===== src/rtl/mem_access.sv =====
// mem_access: MEM pipeline stage.
// Issues one req/ack data-bus transaction per load/store, stalls the pipe
// until the bus answers, formats load data and forwards the writeback fields
// to MEM/WB. A bus timeout becomes an access fault in exception_o.
// Optional misalignment trap: define MEM_MISALIGN_TRAP_EN.
module mem_access #(
    parameter int ADDR_W  = 32,
    parameter int DATA_W  = 32,
    parameter int TIMEOUT = 255
) (
    input  logic              clk_i,
    input  logic              rst_n_i,
    input  logic              flush_int_i,
    input  logic [ADDR_W-1:0] inst_addr_i,
    output logic [ADDR_W-1:0] inst_addr_o,
    input  logic [4:0]        reg_waddr_i,
    output logic [4:0]        reg_waddr_o,
    input  logic              reg_we_i,
    output logic              reg_we_o,
    input  logic [DATA_W-1:0] reg_wdata_i,
    output logic [DATA_W-1:0] reg_wdata_o,
    input  logic [ADDR_W-1:0] mem_addr_i,
    input  logic [DATA_W-1:0] mem_data_i,
    input  logic              mem_we_i,
    input  logic [3:0]        mem_op_i,
    input  logic [DATA_W-1:0] exception_i,
    output logic [DATA_W-1:0] exception_o,
    input  logic              csr_we_i,
    input  logic [11:0]       csr_waddr_i,
    input  logic [DATA_W-1:0] csr_wdata_i,
    output logic              csr_we_o,
    output logic [11:0]       csr_waddr_o,
    output logic [DATA_W-1:0] csr_wdata_o,
    output logic              stall_req_o,
    output logic              bus_req_o,
    output logic              bus_we_o,
    output logic [ADDR_W-1:0] bus_addr_o,
    output logic [3:0]        bus_be_o,
    output logic [DATA_W-1:0] bus_wdata_o,
    input  logic              bus_ack_i,
    input  logic [DATA_W-1:0] bus_rdata_i
);

    localparam logic [3:0] OP_LB  = 4'd1;
    localparam logic [3:0] OP_LH  = 4'd2;
    localparam logic [3:0] OP_LW  = 4'd3;
    localparam logic [3:0] OP_LBU = 4'd4;
    localparam logic [3:0] OP_LHU = 4'd5;
    localparam logic [3:0] OP_SB  = 4'd6;
    localparam logic [3:0] OP_SH  = 4'd7;
    localparam logic [3:0] OP_SW  = 4'd8;

    localparam logic [1:0] SZ_B = 2'd0;
    localparam logic [1:0] SZ_H = 2'd1;
    localparam logic [1:0] SZ_W = 2'd2;

    localparam int CNT_W = (TIMEOUT < 2) ? 1 : $clog2(TIMEOUT + 1);
    localparam logic [CNT_W-1:0] CNT_MAX = CNT_W'(TIMEOUT);

    // Fault nibble layout, placed at exception bits [7:4]
    localparam logic [3:0] F_LD_MIS = 4'b0001;   // bit 4
    localparam logic [3:0] F_LD_TMO = 4'b0010;   // bit 5
    localparam logic [3:0] F_ST_MIS = 4'b0100;   // bit 6
    localparam logic [3:0] F_ST_TMO = 4'b1000;   // bit 7

    typedef enum logic [1:0] {
        S_IDLE = 2'd0,
        S_BUSY = 2'd1,
        S_DONE = 2'd2
    } state_t;

    state_t            state_reg;
    logic [CNT_W-1:0]  cnt_reg;
    logic              load_reg;
    logic              unsigned_reg;
    logic [1:0]        size_reg;
    logic [1:0]        addr_lo_reg;
    logic              kill_reg;
    logic [3:0]        fault_reg;
    logic [DATA_W-1:0] load_data_reg;

    logic              op_load;
    logic              op_store;
    logic              op_unsigned;
    logic [1:0]        op_size;
    logic              op_valid;
    logic              issue;
    logic              misaligned;
    logic [3:0]        be_next;
    logic [DATA_W-1:0] wdata_next;
    logic [DATA_W-1:0] fault_vec;

    // Store direction is taken from the opcode decode; mem_we_i carries the
    // same information and is not needed for any decision here.
    logic unused_mem_we;
    assign unused_mem_we = mem_we_i;

    // Fields that never change in this stage
    assign inst_addr_o = inst_addr_i;
    assign reg_waddr_o = reg_waddr_i;
    assign csr_waddr_o = csr_waddr_i;
    assign csr_wdata_o = csr_wdata_i;

    // Pick the addressed byte/half out of the read word and extend it
    function automatic logic [DATA_W-1:0] format_load(
        input logic [DATA_W-1:0] rd,
        input logic [1:0]        lo,
        input logic [1:0]        size,
        input logic              uns
    );
        logic [7:0]        b;
        logic [15:0]       h;
        logic [DATA_W-1:0] res;
        b = rd[{lo, 3'b000} +: 8];
        h = rd[{lo[1], 4'b0000} +: 16];
        case (size)
            SZ_B:    res = uns ? {{(DATA_W-8){1'b0}}, b}  : {{(DATA_W-8){b[7]}}, b};
            SZ_H:    res = uns ? {{(DATA_W-16){1'b0}}, h} : {{(DATA_W-16){h[15]}}, h};
            default: res = rd;
        endcase
        return res;
    endfunction

    // Decode mem_op into direction, access size and extension
    always_comb begin
        op_load     = 1'b0;
        op_store    = 1'b0;
        op_unsigned = 1'b0;
        op_size     = SZ_W;
        case (mem_op_i)
            OP_LB:   begin op_load = 1'b1;  op_size = SZ_B; end
            OP_LH:   begin op_load = 1'b1;  op_size = SZ_H; end
            OP_LW:   begin op_load = 1'b1;  op_size = SZ_W; end
            OP_LBU:  begin op_load = 1'b1;  op_size = SZ_B; op_unsigned = 1'b1; end
            OP_LHU:  begin op_load = 1'b1;  op_size = SZ_H; op_unsigned = 1'b1; end
            OP_SB:   begin op_store = 1'b1; op_size = SZ_B; end
            OP_SH:   begin op_store = 1'b1; op_size = SZ_H; end
            OP_SW:   begin op_store = 1'b1; op_size = SZ_W; end
            default: begin op_load = 1'b0;  op_store = 1'b0; end
        endcase
    end

    assign op_valid = op_load | op_store;
    // An instruction already carrying an exception, or being flushed, never touches the bus
    assign issue    = op_valid && (exception_i == '0) && !flush_int_i;

`ifdef MEM_MISALIGN_TRAP_EN
    assign misaligned = op_valid &&
                        (((op_size == SZ_H) && mem_addr_i[0]) ||
                         ((op_size == SZ_W) && (mem_addr_i[1:0] != 2'b00)));
`else
    assign misaligned = 1'b0;
`endif

    // Byte enables and lane-replicated store data for the pending access
    always_comb begin
        be_next    = 4'b1111;
        wdata_next = '0;
        if (op_store) begin
            case (op_size)
                SZ_B: begin
                    be_next    = 4'b0001 << mem_addr_i[1:0];
                    wdata_next = {(DATA_W/8){mem_data_i[7:0]}};
                end
                SZ_H: begin
                    be_next    = 4'b0011 << {mem_addr_i[1], 1'b0};
                    wdata_next = {(DATA_W/16){mem_data_i[15:0]}};
                end
                default: begin
                    be_next    = 4'b1111;
                    wdata_next = mem_data_i;
                end
            endcase
        end
    end

    // Fault nibble widened to the exception vector
    always_comb begin
        fault_vec      = '0;
        fault_vec[7:4] = fault_reg;
    end

    // Stage FSM: owns the bus outputs, timeout counter and captured load data
    always_ff @(posedge clk_i or negedge rst_n_i) begin
        if (!rst_n_i) begin
            state_reg     <= S_IDLE;
            bus_req_o     <= 1'b0;
            bus_we_o      <= 1'b0;
            bus_addr_o    <= '0;
            bus_be_o      <= 4'b0000;
            bus_wdata_o   <= '0;
            cnt_reg       <= '0;
            load_reg      <= 1'b0;
            unsigned_reg  <= 1'b0;
            size_reg      <= SZ_B;
            addr_lo_reg   <= 2'b00;
            kill_reg      <= 1'b0;
            fault_reg     <= 4'b0000;
            load_data_reg <= '0;
        end else begin
            case (state_reg)
                S_IDLE: begin
                    kill_reg  <= 1'b0;
                    fault_reg <= 4'b0000;
                    if (issue) begin
                        if (misaligned) begin
                            // Trap without touching the bus
                            load_reg  <= 1'b0;
                            fault_reg <= op_store ? F_ST_MIS : F_LD_MIS;
                            state_reg <= S_DONE;
                        end else begin
                            bus_req_o    <= 1'b1;
                            bus_we_o     <= op_store;
                            bus_addr_o   <= {mem_addr_i[ADDR_W-1:2], 2'b00};
                            bus_be_o     <= be_next;
                            bus_wdata_o  <= wdata_next;
                            cnt_reg      <= '0;
                            load_reg     <= op_load;
                            unsigned_reg <= op_unsigned;
                            size_reg     <= op_size;
                            addr_lo_reg  <= mem_addr_i[1:0];
                            state_reg    <= S_BUSY;
                        end
                    end
                end
                S_BUSY: begin
                    // A flush cannot abort the bus cycle; it only squashes the result
                    if (flush_int_i) begin
                        kill_reg <= 1'b1;
                    end
                    if (bus_ack_i) begin
                        load_data_reg <= format_load(bus_rdata_i, addr_lo_reg, size_reg, unsigned_reg);
                        bus_req_o     <= 1'b0;
                        bus_we_o      <= 1'b0;
                        state_reg     <= S_DONE;
                    end else if (cnt_reg == CNT_MAX) begin
                        bus_req_o <= 1'b0;
                        bus_we_o  <= 1'b0;
                        fault_reg <= bus_we_o ? F_ST_TMO : F_LD_TMO;
                        state_reg <= S_DONE;
                    end else begin
                        cnt_reg <= cnt_reg + CNT_W'(1);
                    end
                end
                S_DONE: begin
                    state_reg <= S_IDLE;
                end
                default: begin
                    state_reg <= S_IDLE;
                end
            endcase
        end
    end

    // Writeback fields and stall request, derived from state and the current instruction
    always_comb begin
        stall_req_o = 1'b0;
        reg_we_o    = reg_we_i;
        csr_we_o    = csr_we_i;
        exception_o = exception_i;
        reg_wdata_o = reg_wdata_i;
        if (!rst_n_i) begin
            reg_we_o    = 1'b0;
            csr_we_o    = 1'b0;
            exception_o = '0;
        end else begin
            case (state_reg)
                S_IDLE: begin
                    if (flush_int_i) begin
                        reg_we_o    = 1'b0;
                        csr_we_o    = 1'b0;
                        exception_o = '0;
                    end else if (issue) begin
                        // Bubble downstream while the access is in flight
                        stall_req_o = 1'b1;
                        reg_we_o    = 1'b0;
                        csr_we_o    = 1'b0;
                        exception_o = '0;
                    end
                end
                S_BUSY: begin
                    stall_req_o = 1'b1;
                    reg_we_o    = 1'b0;
                    csr_we_o    = 1'b0;
                    exception_o = '0;
                end
                S_DONE: begin
                    if (kill_reg || flush_int_i) begin
                        reg_we_o    = 1'b0;
                        csr_we_o    = 1'b0;
                        exception_o = '0;
                    end else begin
                        reg_wdata_o = load_reg ? load_data_reg : reg_wdata_i;
                        reg_we_o    = reg_we_i && (fault_reg == 4'b0000);
                        exception_o = exception_i | fault_vec;
                    end
                end
                default: begin
                    stall_req_o = 1'b0;
                end
            endcase
        end
    end

endmodule


===== config.mk =====
export PLATFORM = sky130hd
export DESIGN_NAME = mem_access
export DESIGN_NICKNAME = d
export VERILOG_FILES = /design/src/rtl/mem_access.sv
export SDC_FILE = /design/constraint.sdc
export NUM_CORES = 1
export LEC_CHECK = 0
export CELL_PAD_IN_SITES_DETAIL_PLACEMENT = 1
export CELL_PAD_IN_SITES_GLOBAL_PLACEMENT = 1
export CORE_AREA = 2 2 184 186
export DETAILED_ROUTE_END_ITERATION = 10
export DIE_AREA = 0 0 186 188
export GPL_TIMING_DRIVEN = 1
export PLACE_DENSITY_LB_ADDON = 0.1
export SKIP_CTS_REPAIR_TIMING = 1
export SLEW_MARGIN = 10
export SYNTH_ARGS = -nofsm -noshare
export SYNTH_HDL_FRONTEND = slang
export SYNTH_SLANG_ARGS = --single-unit

===== constraint.sdc =====
create_clock -name clk_i -period 2.7 [get_ports clk_i]
set_input_delay 0.54 -clock clk_i [delete_from_list [all_inputs] [get_ports clk_i]]
set_output_delay 0.54 -clock clk_i [all_outputs]
set_load 0.01 [all_outputs]

### Word-level counts from Yosys, hierarchy flattened

Index checks and enable logic that the tools add are counted.

| storage, ports and cells | value |
|---|---|
| register bits after elaboration | 121 |
| input port bits | 252 |
| output and inout bits | 218 |

| operators by class | value |
|---|---|
| add/subtract/negate cells | 1 |
| equal/unequal tests | 19 |
| shift operators | 4 |
| muxes and demuxes | 54 |
| bitwise gates (word level) | 2 |
| reductions and logical operators | 23 |

Operator list:

| operator | count |
|---|---|
| 32-bit 2-to-1 mux | 11 |
| 32-bit one-hot mux with 2 select lines | 2 |
| 32-bit one-hot mux with 3 select lines | 1 |
| 32-bit logical NOT | 1 |
| 32-bit by 8-bit OR with 32-bit output | 1 |
| 32-bit by 6-bit indexed part select with 16-bit output | 1 |
| 32-bit by 6-bit indexed part select with 8-bit output | 1 |
| 8-bit 2-to-1 mux | 3 |
| 1-bit 2-to-1 mux | 19 |
| 4-bit by 3-bit == test with 1-bit output (second input constant) | 4 |
| 4-bit 2-to-1 mux | 4 |
| 4-bit one-hot mux with 2 select lines | 2 |
| 8-bit one-hot mux with 2 select lines | 1 |
| 2-bit inequality test (second input constant) | 5 |
| 3-bit OR reduction | 3 |
| 8-bit by 1-bit adder with 8-bit output (second input constant) | 1 |
| 4-bit by 2-bit == test with 1-bit output (second input constant) | 2 |
| 8-bit == test (second input constant) | 1 |
| 1-bit one-hot mux with 2 select lines | 4 |
| 2-bit one-hot mux with 2 select lines | 2 |
| 2-bit AND reduction | 4 |
| 2-bit by 1-bit == test with 1-bit output (second input constant) | 3 |
| 2-bit logical NOT | 3 |
| 2-bit 2-to-1 mux | 3 |
| other kinds (17) | 21 |

### Logic depth before layout (Yosys ltp)

| depth | value |
|---|---|
| depth in word-level cells | 10 |
| gate-level depth with buffers | 6 |
| depth with buffers taken out | 5 |

### Least setup slack after synthesis

No wires, ideal clock.

| timing | value |
|---|---|
| path kind | input -> output |
| start | in flush_int_i |
| end | out reg_wdata_o[10] |
| arrival | 1.920 ns |
| required time | 2.160 ns |
| slack | 0.240 ns |
| stages on the path | 6 |
| buffers on the path | 2 |
| cells stage by stage | nor2_1 and3_1 and3_1 clkbuf_1 buf_1 mux2_2 |

| on the way | value |
|---|---|
| longest elaborated chain between the ends | 4 |

Ends and longest elaborated chain:

| item | RTL line | text |
|---|---|---|
| start: declaration | 13 | `input logic flush_int_i,` |
| 1-bit logical OR | 288 | `if (kill_reg \|\| flush_int_i) begin` |
| 32-bit 2-to-1 mux | 288 |  |
| 32-bit 2-to-1 mux | 267 | `case (state_reg)` |
| 32-bit 2-to-1 mux | 262 | `if (!rst_n_i) begin` |
| end: declaration | 21 | `output logic [DATA_W-1:0] reg_wdata_o,` |

Every way passes these cells.

### Final worst setup path

| timing | value |
|---|---|
| start | in exception_i[9] |
| end | out stall_req_o |

| on the way | value |
|---|---|
| longest elaborated chain between the ends | 7 |

Ends and longest elaborated chain:

| item | RTL line | text |
|---|---|---|
| start: declaration | 26 | `input logic [DATA_W-1:0] exception_i,` |
| 32-bit logical NOT | 145 | `assign issue = op_valid && (exception_i == '0) && !flush_int_i;` |
| 1-bit logical AND (2 in a row) | 145 |  |
| 1-bit 2-to-1 mux | 273 | `end else if (issue) begin` |
| 1-bit 2-to-1 mux | 269 | `if (flush_int_i) begin` |
| 1-bit one-hot mux with 2 select lines | 267 |  |
| 1-bit 2-to-1 mux | 262 |  |
| end: declaration | 34 | `output logic stall_req_o,` |

Every way passes these cells.

==> impl_results.md <==
* Status: complete, but fails checks
* Failing checks: setup timing
* Buffer depth of the longest clock path at 2
* Register share of total power at 37.4%
* Worst path max stage delay at 0.46 ns
* Yosys top cell by area: dfrtp_1
* Static Leak at 0.00570 uW
* Vias per inst at 4.35
* Sw Share at 23.0%
* Yosys warnings at 0
* Arr. time, crit path at 2.24 ns
* Post-route insts no fill at 1420
* Final WS setup at -0.0754 ns
* Worst-margin pin slew at 0.828 ns
* Switching power at 1100 uW
* Net count, final at 1211
* Worst R2R Path Depth at 5
* Initial antenna violation count at 5
* WS Path Type: input port to output pin
* Post-DR wirelength/cell at 19.5 um
* Startpoint Class: input port
* Cell mode on critical path: nor4_4
* Initial core utilization at 22.2%
* CP Cell Sequence: clkdlybuf4s50_1, nor4_4, nand4_1, nor4_4, buf_4, o211a_1, clkbuf_2
* Chip height at 188 um
* Crit-path max FO at 3
* Worst hold slack at 0.351 ns
* RSZ-0062 raised after global routing: true
* FF+latch count, synth at 119
* CTS clk-pin slew, worst paths at 0.05 ns
* Register area share after synthesis at 40.4%
* Post-route ant nets at 0
* Setup tns final at -0.232 ns
* CTS root buf: clkbuf_16
* Total track usage at 15.1%
* Die W at 186 um
* Cts bufs inserted at 17
* Comb power frac at 13.6%
* Drt drc at 0
* Critical path's slowest cell: clkdlybuf4s50_1
* Design Power at 4770 uW
* Port buffer count at 304
* Syn avg cell area at 10.9 sq um
* Top Ports at 470
* Row count at 67
* 1st-pass router iterations at 6
* Final WL at 27700 um
* Inst Count DP at 1363
* Cell Pwr Density at 399 nW/um^2
* Max_cap viols at 0
* Share of cells above drive strength 1 at 28.0%
* Vias at 6176
* Global-route wire length before repair at 39800 um
* Internal power at 3670 uW
* VDD IR max at 0.393 mV
* Dpl hpwl at 20300 um
* Final Cycle Share at 103%
* Area growth, synth to finish at 62.3%
* Final Max Slew Viols at 0
* CTS sink count at 119
* Hold Path Class: input port to async pin
* EDFF count, synth at 0
* Clock period minus worst slack at 2.78 ns
* Mapped Cells at 678
* Clock Skew at 0.00678 ns
* Total die area at 35000 sq um
* Final Hold Fails at 0
* Synth cell types at 55
* Maximum achievable frequency at 360 MHz
* Area share of the largest cell type after synthesis at 40.4%
* Initial DRC Count at 214
* Vias in the first global route at 6512
* Final setup vio count at 10
* Netlist area before placement at 7370 sq um
* CTS tree: built
* Critical Path RT at 2.16 ns
* Largest net degree at the start of global routing at 61
* H-tree Lvls at 4
* Synth area leaders: dfrtp_1 40%, mux2_4 12%, buf_4 8.6%
* Async S/R FF share, synth at 100%
* Placer Congestion at 0.743
* Setup crit end kind: output pin
* Clock power frac at 49.0%
* Core area at 33100 sq um
* Total gr overflow at 0
* Skew-Pair Late Insertion Delay at 0.43 ns
* Top FF cell, synth: dfrtp_1
* Rel. slew slack at 44.8%
==> metrics by stage <==
stage | setup WS, ns | instance area [sq um] | utilization (%)
2_1_floorplan | 0.240 | 7370 | -
3_3_place_gp | -0.924 | 10700 | 32.2
3_5_place_dp | -0.948 | 10700 | 32.2
4_1_cts | -0.949 | 11300 | 34.0
5_1_grt | -0.133 | 12000 | 36.1
6_report | -0.0754 | 12000 | 36.1
==> kinds of logic after synthesis <==
family	Yosys count	synth area share, %
and+or+nand+nor	190	13.9
muxes	138	24.8
buffers and inverters	131	11.7
DFF	119	40.4
AOI/OAI and AO/OA	91	8.05
xor gates and xnor gates	7	0.832
adders and majority gates	1	0.170
other	1	0.0509
==> synth_stat cells (all sizes together), types with 2 or more instances <==
cell type,instances
nand4,4
a2111oi,2
o22ai,5
inv,9
nand3,38
nor2,18
mux2,109
or3b,2
mux2i,22
o21ai,33
and3,3
clkbuf,22
a22o,17
and3b,2
o211ai,3
xnor2,3
buf,100
mux4,7
nand3b,11
o21bai,2
a21oi,17
nand2b,4
nor3,3
xor2,4
o211a,2
nor3b,2
nor2b,10
nand2,48
nor4,9
and2,31
dfrtp,119
==> placed cells by master, fill, tap and decap left out, types with 3 or more instances in the layout <==
master | Yosys | routed
inv_1 | 9 | 9
mux2_2 | 42 | 10
buf_12 | 0 | 13
dlymetal6s2s_1 | 0 | 40
nor4_4 | 1 | 4
xnor2_1 | 3 | 3
mux2i_1 | 22 | 22
dfrtp_1 | 119 | 119
nand4_1 | 4 | 4
nor2b_1 | 10 | 10
nand2_1 | 48 | 48
mux4_2 | 7 | 7
mux2_1 | 7 | 7
clkinv_2 | 0 | 6
nor4_1 | 8 | 3
nand2b_1 | 4 | 3
nand3_1 | 38 | 37
a21oi_1 | 17 | 16
nor2_1 | 18 | 16
xor2_1 | 4 | 3
o211ai_1 | 3 | 3
buf_6 | 7 | 45
clkdlybuf4s50_1 | 0 | 228
o22ai_1 | 5 | 5
nand3b_1 | 11 | 11
a22o_1 | 17 | 17
clkbuf_16 | 0 | 20
and2_1 | 31 | 31
o21ai_0 | 32 | 32
buf_4 | 84 | 49
mux2_4 | 60 | 92
bufinv_16 | 0 | 3
==> area by class of cell <==
cell class	count	area, sq um
timing repair buffer	382	4020
multi-input combinational	429	3780
tap	448	561
inverter	9	33.8
fill	3605	21200
sequential	119	2980
clock buffer	21	460
clock inverter	10	128
antenna	2	5.00
==> final timing paths <==
kind                                                 end                       start  slack (ns)
min                             fault_reg[3]$_DFFE_PN0P_                     rst_n_i        0.35
max                                          stall_req_o              exception_i[9]       -0.08
min in group clk_i            bus_addr_o[10]$_DFFE_PN0P_  bus_addr_o[10]$_DFFE_PN0P_        0.48
max in group asynchronous         cnt_reg[2]$_DFFE_PN0P_                     rst_n_i        1.00
max reg2reg                load_data_reg[25]$_DFFE_PN0P_  addr_lo_reg[1]$_DFFE_PN0P_        0.73
min reg2reg                   bus_addr_o[10]$_DFFE_PN0P_  bus_addr_o[10]$_DFFE_PN0P_        0.48
==> power by group through the flow <==
stage,Sequential (uW),Combinational [uW],Clock (uW)
2_1_floorplan,1820,275,0
3_3_place_gp,1820,620,0
3_5_place_dp,1820,621,0
4_1_cts,1780,625,2430
5_1_grt,1780,701,2510
6_report,1780,648,2340
==> worst max-delay path: cells and delay by family <==
family | cells | cell delay, ns
compound gates | 1 | 0.13
simple gates | 3 | 0.81
buf+inv | 3 | 0.76
==> routing by layer <==
layer / vias up / global-route usage (%) / wire, um
li1: 2888 / - / -
met3: 39 / 6.47 / 2410
met2: 223 / 23.1 / 12900
met4: 4 / 4.91 / 504
met1: 3022 / 19.1 / 11900
met5: - / 0 / 27
Power figures use the tool's default switching activity.
